### src/rtl/data_if_pkg.sv
// Shared types and widths for the data-memory interface initiator.
package data_if_pkg;

  localparam int ADDR_W  = 56;
  localparam int INDEX_W = 12;
  localparam int TAG_W   = 44;
  localparam int DATA_W  = 64;
  localparam int BE_W    = 8;
  localparam int STAT_W  = 32;

  // Command captured on the valid/ready handshake
  typedef struct packed {
    logic [ADDR_W-1:0] addr;
    logic              we;
    logic [BE_W-1:0]   be;
    logic [DATA_W-1:0] wdata;
  } cmd_t;

  // One granted request waiting for its rvalid
  typedef struct packed {
    logic we;
    logic kill;
  } tracker_entry_t;

  typedef enum logic [1:0] {
    IDLE = 2'd0,
    REQ  = 2'd1,
    TAG  = 2'd2
  } state_e;

endpackage

### src/rtl/data_if_tracker.sv
// In-order FIFO of granted requests awaiting rvalid. The tail entry's kill
// bit is written during the tag phase; when that entry is also the head and
// is popped in the same cycle, the live kill value is bypassed to head_o.
// A pop with nothing outstanding sets a sticky error and pops nothing.
module data_if_tracker
  import data_if_pkg::*;
#(
  parameter  int DEPTH = 2,
  localparam int PTR_W = (DEPTH > 1) ? $clog2(DEPTH) : 1,
  localparam int CNT_W = $clog2(DEPTH + 1)
) (
  input  logic             clk_i,
  input  logic             rst_ni,
  input  logic             push_i,
  input  logic             push_we_i,
  input  logic             kill_wr_i,
  input  logic             kill_i,
  input  logic             pop_i,
  output tracker_entry_t   head_o,
  output logic             pop_ok_o,
  output logic [CNT_W-1:0] count_o,
  output logic             err_o
);

  tracker_entry_t   entries_q [DEPTH];
  tracker_entry_t   entries_d [DEPTH];
  logic [PTR_W-1:0] wr_ptr_q, wr_ptr_d;
  logic [PTR_W-1:0] rd_ptr_q, rd_ptr_d;
  logic [PTR_W-1:0] tail_ptr_s;
  logic [CNT_W-1:0] count_q, count_d;
  logic             err_q, err_d;
  logic             empty_s;
  logic             pop_ok_s;

  function automatic logic [PTR_W-1:0] ptr_inc(input logic [PTR_W-1:0] p);
    if (p == PTR_W'(DEPTH - 1)) begin
      return {PTR_W{1'b0}};
    end else begin
      return p + PTR_W'(1);
    end
  endfunction

  // Next-state computation for storage, pointers, count and error flag
  always_comb begin
    empty_s  = (count_q == {CNT_W{1'b0}});
    pop_ok_s = pop_i & ~empty_s;

    if (wr_ptr_q == {PTR_W{1'b0}}) begin
      tail_ptr_s = PTR_W'(DEPTH - 1);
    end else begin
      tail_ptr_s = wr_ptr_q - PTR_W'(1);
    end

    head_o = entries_q[rd_ptr_q];
    if (kill_wr_i && (count_q == CNT_W'(1))) begin
      head_o.kill = kill_i;
    end else begin
      head_o.kill = entries_q[rd_ptr_q].kill;
    end

    entries_d = entries_q;
    if (push_i) begin
      entries_d[wr_ptr_q] = '{we: push_we_i, kill: 1'b0};
    end else if (kill_wr_i) begin
      entries_d[tail_ptr_s].kill = kill_i;
    end else begin
      entries_d = entries_q;
    end

    wr_ptr_d = push_i   ? ptr_inc(wr_ptr_q) : wr_ptr_q;
    rd_ptr_d = pop_ok_s ? ptr_inc(rd_ptr_q) : rd_ptr_q;

    case ({push_i, pop_ok_s})
      2'b10:   count_d = count_q + CNT_W'(1);
      2'b01:   count_d = count_q - CNT_W'(1);
      default: count_d = count_q;
    endcase

    err_d = err_q | (pop_i & empty_s);
  end

  // Tracker state registers
  always_ff @(posedge clk_i or negedge rst_ni) begin
    if (!rst_ni) begin
      for (int i = 0; i < DEPTH; i++) begin
        entries_q[i] <= '{we: 1'b0, kill: 1'b0};
      end
      wr_ptr_q <= {PTR_W{1'b0}};
      rd_ptr_q <= {PTR_W{1'b0}};
      count_q  <= {CNT_W{1'b0}};
      err_q    <= 1'b0;
    end else begin
      entries_q <= entries_d;
      wr_ptr_q  <= wr_ptr_d;
      rd_ptr_q  <= rd_ptr_d;
      count_q   <= count_d;
      err_q     <= err_d;
    end
  end

  assign pop_ok_o = pop_ok_s;
  assign count_o  = count_q;
  assign err_o    = err_q;

endmodule

### src/rtl/data_if_master.sv
// Initiator for the split index/tag data-memory protocol: IDLE -> REQ
// (held until grant) -> TAG (one cycle), with in-order responses.
// Optional statistics counters: define DATA_IF_MASTER_STATS_EN.
module data_if_master
  import data_if_pkg::*;
#(
  parameter int MAX_OUTSTANDING = 2
) (
  input  logic               clk_i,
  input  logic               rst_ni,
  input  logic               cmd_valid_i,
  output logic               cmd_ready_o,
  input  logic [ADDR_W-1:0]  cmd_addr_i,
  input  logic               cmd_we_i,
  input  logic [BE_W-1:0]    cmd_be_i,
  input  logic [DATA_W-1:0]  cmd_wdata_i,
  input  logic               kill_i,
  output logic               resp_valid_o,
  output logic               resp_we_o,
  output logic [DATA_W-1:0]  resp_rdata_o,
  output logic               err_o,
  output logic [INDEX_W-1:0] data_if_address_index_o,
  output logic [TAG_W-1:0]   data_if_address_tag_o,
  output logic [DATA_W-1:0]  data_if_data_wdata_o,
  output logic               data_if_data_req_o,
  output logic               data_if_data_we_o,
  output logic [BE_W-1:0]    data_if_data_be_o,
  output logic               data_if_kill_req_o,
  output logic               data_if_tag_valid_o,
  input  logic               data_if_data_gnt_i,
  input  logic               data_if_data_rvalid_i,
  input  logic [DATA_W-1:0]  data_if_data_rdata_i,
  output logic [STAT_W-1:0]  stat_req_o,
  output logic [STAT_W-1:0]  stat_kill_o,
  output logic [STAT_W-1:0]  stat_stall_o
);

  localparam int CNT_W = $clog2(MAX_OUTSTANDING + 1);

  state_e            state_q, state_d;
  cmd_t              cmd_q, cmd_d;
  logic              resp_valid_q, resp_valid_d;
  logic              resp_we_q, resp_we_d;
  logic [DATA_W-1:0] resp_rdata_q, resp_rdata_d;
  logic              push_s, kill_wr_s, pop_ok_s, trk_err_s;
  tracker_entry_t    head_s;
  logic [CNT_W-1:0]  count_s;

  data_if_tracker #(.DEPTH(MAX_OUTSTANDING)) u_tracker (
    .clk_i     (clk_i),
    .rst_ni    (rst_ni),
    .push_i    (push_s),
    .push_we_i (cmd_q.we),
    .kill_wr_i (kill_wr_s),
    .kill_i    (kill_i),
    .pop_i     (data_if_data_rvalid_i),
    .head_o    (head_s),
    .pop_ok_o  (pop_ok_s),
    .count_o   (count_s),
    .err_o     (trk_err_s)
  );

  // FSM next state, command capture and tracker push/kill strobes
  always_comb begin
    cmd_ready_o = (state_q == IDLE) && (count_s < CNT_W'(MAX_OUTSTANDING));
    state_d     = state_q;
    cmd_d       = cmd_q;
    push_s      = (state_q == REQ) & data_if_data_gnt_i;
    kill_wr_s   = (state_q == TAG);
    case (state_q)
      IDLE: begin
        if (cmd_valid_i && cmd_ready_o) begin
          state_d = REQ;
          cmd_d   = '{addr: cmd_addr_i, we: cmd_we_i, be: cmd_be_i, wdata: cmd_wdata_i};
        end else begin
          state_d = IDLE;
        end
      end
      REQ: begin
        if (data_if_data_gnt_i) begin
          state_d = TAG;
        end else begin
          state_d = REQ;
        end
      end
      TAG:     state_d = IDLE;
      default: state_d = IDLE;
    endcase
  end

  // Memory-side outputs decoded from the registered state; zero otherwise
  always_comb begin
    data_if_address_index_o = {INDEX_W{1'b0}};
    data_if_address_tag_o   = {TAG_W{1'b0}};
    data_if_data_wdata_o    = {DATA_W{1'b0}};
    data_if_data_req_o      = 1'b0;
    data_if_data_we_o       = 1'b0;
    data_if_data_be_o       = {BE_W{1'b0}};
    data_if_kill_req_o      = 1'b0;
    data_if_tag_valid_o     = 1'b0;
    if (state_q == REQ) begin
      data_if_address_index_o = cmd_q.addr[INDEX_W-1:0];
      data_if_data_wdata_o    = cmd_q.wdata;
      data_if_data_req_o      = 1'b1;
      data_if_data_we_o       = cmd_q.we;
      data_if_data_be_o       = cmd_q.be;
    end else if (state_q == TAG) begin
      data_if_address_tag_o   = cmd_q.addr[ADDR_W-1:INDEX_W];
      data_if_kill_req_o      = kill_i;
      data_if_tag_valid_o     = 1'b1;
    end else begin
      data_if_data_req_o      = 1'b0;
    end
  end

  // Response for the popped head, suppressed when that request was killed
  always_comb begin
    resp_valid_d = pop_ok_s & ~head_s.kill;
    if (resp_valid_d) begin
      resp_we_d    = head_s.we;
      resp_rdata_d = data_if_data_rdata_i;
    end else begin
      resp_we_d    = 1'b0;
      resp_rdata_d = {DATA_W{1'b0}};
    end
  end

  // FSM, captured command and registered response
  always_ff @(posedge clk_i or negedge rst_ni) begin
    if (!rst_ni) begin
      state_q      <= IDLE;
      cmd_q        <= '{addr: {ADDR_W{1'b0}}, we: 1'b0, be: {BE_W{1'b0}}, wdata: {DATA_W{1'b0}}};
      resp_valid_q <= 1'b0;
      resp_we_q    <= 1'b0;
      resp_rdata_q <= {DATA_W{1'b0}};
    end else begin
      state_q      <= state_d;
      cmd_q        <= cmd_d;
      resp_valid_q <= resp_valid_d;
      resp_we_q    <= resp_we_d;
      resp_rdata_q <= resp_rdata_d;
    end
  end

  assign resp_valid_o = resp_valid_q;
  assign resp_we_o    = resp_we_q;
  assign resp_rdata_o = resp_rdata_q;
  assign err_o        = trk_err_s;

`ifdef DATA_IF_MASTER_STATS_EN
  logic [STAT_W-1:0] stat_req_q, stat_req_d;
  logic [STAT_W-1:0] stat_kill_q, stat_kill_d;
  logic [STAT_W-1:0] stat_stall_q, stat_stall_d;

  // Wrapping event counters: grants, kills, stalled REQ cycles
  always_comb begin
    stat_req_d   = stat_req_q  + (push_s ? 32'd1 : 32'd0);
    stat_kill_d  = stat_kill_q + ((kill_wr_s && kill_i) ? 32'd1 : 32'd0);
    stat_stall_d = stat_stall_q +
                   (((state_q == REQ) && !data_if_data_gnt_i) ? 32'd1 : 32'd0);
  end

  // Statistics registers
  always_ff @(posedge clk_i or negedge rst_ni) begin
    if (!rst_ni) begin
      stat_req_q   <= 32'd0;
      stat_kill_q  <= 32'd0;
      stat_stall_q <= 32'd0;
    end else begin
      stat_req_q   <= stat_req_d;
      stat_kill_q  <= stat_kill_d;
      stat_stall_q <= stat_stall_d;
    end
  end

  assign stat_req_o   = stat_req_q;
  assign stat_kill_o  = stat_kill_q;
  assign stat_stall_o = stat_stall_q;
`else
  assign stat_req_o   = 32'd0;
  assign stat_kill_o  = 32'd0;
  assign stat_stall_o = 32'd0;
`endif

endmodule
### config.mk
export PLATFORM = sky130hd
export DESIGN_NAME = data_if_master
export DESIGN_NICKNAME = d
export VERILOG_FILES = /design/src/rtl/data_if_pkg.sv /design/src/rtl/data_if_tracker.sv /design/src/rtl/data_if_master.sv
export SDC_FILE = /design/constraint.sdc
export NUM_CORES = 1
export LEC_CHECK = 0
export ABC_AREA = 1
export CORE_AREA = 2 2 194 196
export CTS_BUF_LIST = sky130_fd_sc_hd__clkbuf_8 sky130_fd_sc_hd__clkbuf_16
export CTS_CLUSTER_DIAMETER = 200
export DETAILED_ROUTE_END_ITERATION = 12
export DIE_AREA = 0 0 196 198
export PLACE_DENSITY = 0.61
export SYNTH_ARGS = -nofsm -noshare
export SYNTH_HDL_FRONTEND = slang
export SYNTH_HIERARCHICAL = 1
export SYNTH_SLANG_ARGS = --single-unit
export TNS_END_PERCENT = 20
### constraint.sdc
create_clock -name clk_i -period 2.6 [get_ports clk_i]
set_input_delay 0.26 -clock clk_i [delete_from_list [all_inputs] [get_ports clk_i]]
set_output_delay 0.26 -clock clk_i [all_outputs]
set_load 0.03 [all_outputs]
======== Word level (Yosys, flattened, before mapping) ========
Cells that the tools add are included.
W data, S select, Z words.
cells by class
  $add $sub $neg .......................... 5
  order comparisons ....................... 6
  equality and inequality tests ........... 5
  mux-type cells .......................... 32
  bitwise operators ....................... 10
  reduce and logical (&&, ||, !) cells .... 10
operators by type and width
  cell                   number
  $mux W64               2
  $mux W44               2
  $mux W1                13
  $mux W12               1
  $mux W2                5
  $bwmux W4              2
  $mux W4                2
  $mux W8                1
  $pmux W2 S2            2
  $eq A2 B1 Y1 const B   3
  $ge A2 B2 Y1 const B   3
  $not A1 Y2             3
  $logic_and A1 B1 Y1    5
  $and A1 B1 Y1          4
  $demux W2 S1           2
  $eq A2 B2 Y1 const B   2
  $logic_not A2 Y1       2
  $lt A2 B1 Y1 const B   2
  $reduce_bool A2 Y1     2
  $add A1 B1 Y1 const B  2
  $add A2 B1 Y2 const B  1
  $lt A2 B2 Y1 const B   1
  $not A1 Y1             2
  $reduce_and A2 Y1      1
  3 further kinds        3
word-level totals
  bits in registers ....................... 206
  input bits .............................. 199
  word-level logic and storage cells ...... 84

======== Longest topological paths before layout ========
  depth in word-level cells ............... 10
  gate-level depth with buffers ........... 11
  gate-level depth less buffers ........... 10

======== Cells and area by module ========
The synthesis kept the hierarchy.
modules (own cells, without submodules)
  module           times used  cells each  area each (sq um)  seq. area each (sq um)
  data_if_master   1           1163        9293.9             4929.7
  data_if_tracker  1           67          519.2              225.2

======== Worst setup path before layout ========
Ideal clock, no wire load.
  path type ............................... register to register
  start ................................... reg state_q[1]
  end ..................................... reg u_tracker.count_q[1], in the netlist u_tracker/count_o[1]
  data arrival time ....................... 1.857 ns
  setup slack ............................. 0.678 ns
  stages on the path, launching flop included .. 9
  cell sequence ........................... dfrtp_1 inv_1 nand2_1 clkbuf_1 nor2_1 inv_1 ha_1 nand3b_1 nand2_1
between the ends
  word-level cells in the longest chain between the ends .. 4
  elaborated cells between the ends (all ways) .. 6
  those cells by class .................... eq/ne: 3; mux: 1; bitwise: 1; reduce/logical: 1
ends and longest elaborated chain
  what                                                      RTL line               RTL
  start: declaration                                        data_if_master.sv:40   state_e state_q, state_d;
  start signal: assignment                                  data_if_master.sv:137  state_q <= state_d;
  $eq A2 B1 Y1 (*)                                          data_if_master.sv:68   push_s = (state_q == REQ) & data_if_data_gnt_i;
  $and A1 B1 Y1 (*)                                         data_if_master.sv:68
  via push_s                                                data_if_master.sv:45   logic push_s, kill_wr_s, pop_ok_s, trk_err_s;
  $eq A2 B1 Y1 / $eq A2 B2 Y1 (equally long branches)       data_if_tracker.sv:73  case ({push_i, pop_ok_s})
  $pmux W2 S2 / $reduce_bool A2 Y1 (equally long branches)  --
  end signal: assignment                                    data_if_tracker.sv:90  count_q <= {CNT_W{1'b0}};
  end signal: assignment                                    data_if_tracker.sv:96  count_q <= count_d;
  end: declaration                                          data_if_tracker.sv:30  logic [CNT_W-1:0] count_q, count_d;
The timed path passes the listed nets; every way through them passes the cells marked *.
A chain may end at the register's enable or synchronous reset.

======== Worst setup path in the final report ========
  start ................................... reg state_q[1]
  end ..................................... out data_if_data_req_o
between the ends
  word-level cells in the longest chain between the ends .. 2
ends and longest elaborated chain
  what              RTL line               RTL
  $eq A2 B1 Y1      data_if_master.sv:101  if (state_q == REQ) begin
  $mux W1           data_if_master.sv:101
  end: declaration  data_if_master.sv:25   output logic data_if_data_req_o,
Every way passes these cells.

==> summary.md <==
| Metric | Value |
|---|---|
| Synth Area per Inst | `7.978 sq um` |
| Storage cell area | `roughly 0.0052 sq mm` |
| P&R area growth vs syn | `51.22%` |
| Initial antenna violation count | `1` |
| Met1 Wirelength | `12.75 mm` |
| Synth warn | `6` |
| Setup Skew | `between 0.01 and 0.015 ns` |
| Period utilization | `0.9843` |
| DR WL met2 | `between 10 and 15 mm` |
| Fill cell count | `around 3800` |
| HP Start | `data_if_data_rdata_i[57]` |
| Largest net degree at the start of global routing | `130` |
| Hold Path Cell Cnt | `3` |
| Vias per Instance | `approximately 4.3` |
| WL per Instance | `14.82 um` |
| DP Cell Count | `~2000` |
| Max cap viols | `0` |
| Die height | `about 200 um` |
| Layout cells sized above 1 | `0.03908` |
| Global Route Usage Sum | `0.1546` |
| Worst setup SP type | `flop` |
| Vias in the first global route | `8817` |
| Core Area | `approximately 0.037 sq mm` |
| Worst reg2reg path endpoint | `resp_rdata_o[30]` |
| Footprint of the multi-input gates | `approximately 0.0032 sq mm` |
| Detail Route met3 WL | `3.035 mm` |
| Seq pwr share | `0.326` |
| Clock Path Buffers | `3` |
| Power share of the combinational group | `0.453` |
| Fmax | `approximately 390 MHz` |
| Final ANT Viol Nets | `0` |
| Final hold vios | `0` |
| Sequential area share after synthesis | `0.5253` |
| First-pass GRT wire length | `~48 mm` |
| Ant diodes | `0` |
| RSZ-0062 raised after global routing | `yes` |
| CTS sink cnt | `206` |
| Switching pwr | `between 6 and 7 mW` |
| Setup TNS | `0 ns` |
| Yosys cell types | `21` |
| Leak | `8.773 nW` |
| Drt initial violations | `316` |
| Fin nets | `roughly 1800` |
| Reg2Reg Launch Point | `state_q[1]` |
| Worst setup EP type | `output pin` |
| Slew margin rel. | `0.5206` |
| Die area | `between 0.03 and 0.04 sq mm` |
| Setup Buffers After CTS | `0` |
| Cells after Synth | `between 1000 and 1500` |
| Switching share of power | `0.4295` |
| Die W | `around 200 um` |
| Peak VDD IR | `about 1.1 mV` |
| Final setup vio count | `0` |
| Slew of the pin with the lowest slew margin | `between 0.7 and 0.8 ns` |
| Final Slew Violations | `0` |
| PD cells | `roughly 1100 mW/mm^2` |
| Post-Syn Area | `~0.0098 sq mm` |
| Final min period | `~2.6 ns` |
| DRT Pass-1 Iters | `4` |
| Residual DRC | `0` |
| Clk_lat worst skew | `roughly 0.53 ns` |
| HP Class | `in2reg` |
| Top-Level Pins | `about 500` |
| Gpl congestion | `around 0.83` |
| Int Power | `8.961 mW` |
| Critical Path RT | `2.34 ns` |
| Grt ovf | `0` |
| IO buf count | `just under 400` |
| Clock network power share | `0.221` |
| Crit path max fanout | `85` |
| Root Buffer | `clkbuf_16` |
| Post-Route WL | `~31 mm` |
| CP Class | `reg2out` |
| Finished Layout Cells | `roughly 2100` |
| CTS buffer count | `25` |
| Reg clk slew, reported paths | `around 0.06 ns` |
| Initial Util | `0.2655` |
| Detailed Place HPWL | `about 21 mm` |
| CTS tree | `done` |
| Row count | `between 70 and 80` |
| Worst Reg2Reg Path Length in Cells | `9` |
| Htree depth | `1` |
| Status | `complete, no violations` |
| FF-to-FF setup slack | `0.67 ns` |
| Top Metal Used | `met5` |
| Hold Path End | `resp_rdata_o[57]` |
| Routed vias | `~9000` |
| Arrival time worst endpoint | `about 2.3 ns` |
| Synthesized flop and latch total | `roughly 210` |
power groups by stage:
stage	sequential (mW)	clock [mW]	combinational [mW]
floorplan	5.53	0	4.17
global placement	5.14	0	7.28
detailed placement	5.17	0	7.37
CTS	5.13	3.60	7.24
global route	5.29	3.72	7.83
finish	5.12	3.47	7.11
layer usage:
metal | global-route usage | vias to the layer above
li1 | - | 4256
met1 | 0.1955 | 4213
met2 | 0.2504 | 354
met3 | 0.05706 | 43
met4 | 0.03844 | 2
met5 | 0 | -
synth_stat cells:
cell      count  area (sq um)
nand2_1     281          1055
inv_1       215         807.0
dfrtp_1     206          5155
nor2_1      203         762.0
nand4_1     130         813.3
buf_4        97         728.2
buf_2        36         180.2
clkbuf_1     29         108.9
buf_1        10         37.54
ha_1          5         62.56
o21ai_0       5         25.02
nand3_1       3         15.01
nor2_2        2         12.51
a21o_1        1         7.510
conb_1        1         3.750
inv_2         1         3.750
nand3b_1      1         7.510
nor3_1        1         5.000
o22ai_1       1         6.260
xnor2_1       1         8.760
xor2_1        1         8.760
repair_timing:
item / 4_1_cts / 5_1_grt
resized for setup: 73 / 57
endpoints found under the setup margin: 72 / 58
hold buffers: 1 / 0
hold endpoints to repair: 71 / 0
sequential cells by signal, indices dropped and copies added (netlist names):
register / cells
state_q: 2
cmd_q: 129
u_tracker/count_o: 2
resp_valid_o: 1
u_tracker/wr_ptr_q: 1
u_tracker/err_o: 1
resp_we_o: 1
u_tracker/entries_q: 4
resp_rdata_o: 64
u_tracker/rd_ptr_q: 1
cell type report:
class | instances | share of cell area
clock buffer | 28 | 0.04494
clock inverter | 13 | 0.009612
inverter | 216 | 0.05481
multi-input combinational | 731 | 0.2139
sequential | 206 | 0.3474
tap | 474 | 0.03997
timing repair buffer | 418 | 0.2894
worst max-delay path by stage:
stage	from	endpoint	slack (ns)	depth (start not counted)
after detailed placement	state_q[1]	data_if_address_tag_o[23]	0.37	6
final	state_q[1]	data_if_data_req_o	0.04	5
after floorplan	state_q[1]	u_tracker/count_o[1]	0.68	8
after CTS	state_q[1]	data_if_data_wdata_o[45]	0.0006	5
after global placement	state_q[1]	data_if_address_tag_o[38]	0.44	6
after global routing	state_q[1]	data_if_data_req_o	-0.05	5
critical path, stage by stage (launching register included):
cell             delay, ns
dfrtp_1               0.41
inv_1                 0.14
nand2_4               0.10
buf_12                0.19
inv_1                 0.12
clkdlybuf4s50_1       0.67
per-stage QoR:
stage                     power (mW)  setup WS, ns  hold slack, ns  area, sq um    util
after floorplan                9.699        0.6785        -0.03559        10170       -
final                          15.71       0.04071          0.2381        14840  0.4015
after detailed placement       12.54        0.3727          0.3783        13960  0.3778
after global routing           16.85      -0.05124          0.2214        14840  0.4015
after global placement         12.42        0.4425          0.3690        13960  0.3778
after CTS                      15.97     0.0005578          0.2047        14700  0.3977
placed cells by master (no fill, tap or decap):
master,netlist,routed
inv_1,215,219
conb_1,1,96
clkinvlp_4,0,1
clkdlybuf4s50_1,0,267
dlygate4sd2_1,0,72
nor3_1,1,1
buf_4,97,11
inv_6,0,1
a21o_1,1,1
nand3_1,3,2
nand3_4,0,1
dlygate4sd3_1,0,1
bufinv_16,0,3
clkbuf_16,0,25
nor2_2,2,1
inv_2,1,2
buf_12,0,8
nor2_4,0,1
nor2_1,203,203
nand2_1,281,280
clkbuf_8,0,4
nand2_4,0,1
dlymetal6s2s_1,0,57
nand3b_1,1,1
clkinv_2,0,1
nand4_1,130,130
clkinv_4,0,1
o22ai_1,1,1
o21ai_0,5,5
xor2_1,1,1
inv_4,0,1
dfrtp_1,206,206
buf_6,0,1
xnor2_1,1,1
ha_1,5,5
cell families after synthesis:
kind of cell	after synthesis	synth area share
and+or+nand+nor	621	0.2721
buffers and inverters	388	0.1901
DFF	206	0.5253
AOI/OAI and AO/OA	7	0.003953
adders and majority gates	5	0.006375
xor gates and xnor gates	2	0.001785
other	1	0.0003821
(Power assumes the default switching activity.)
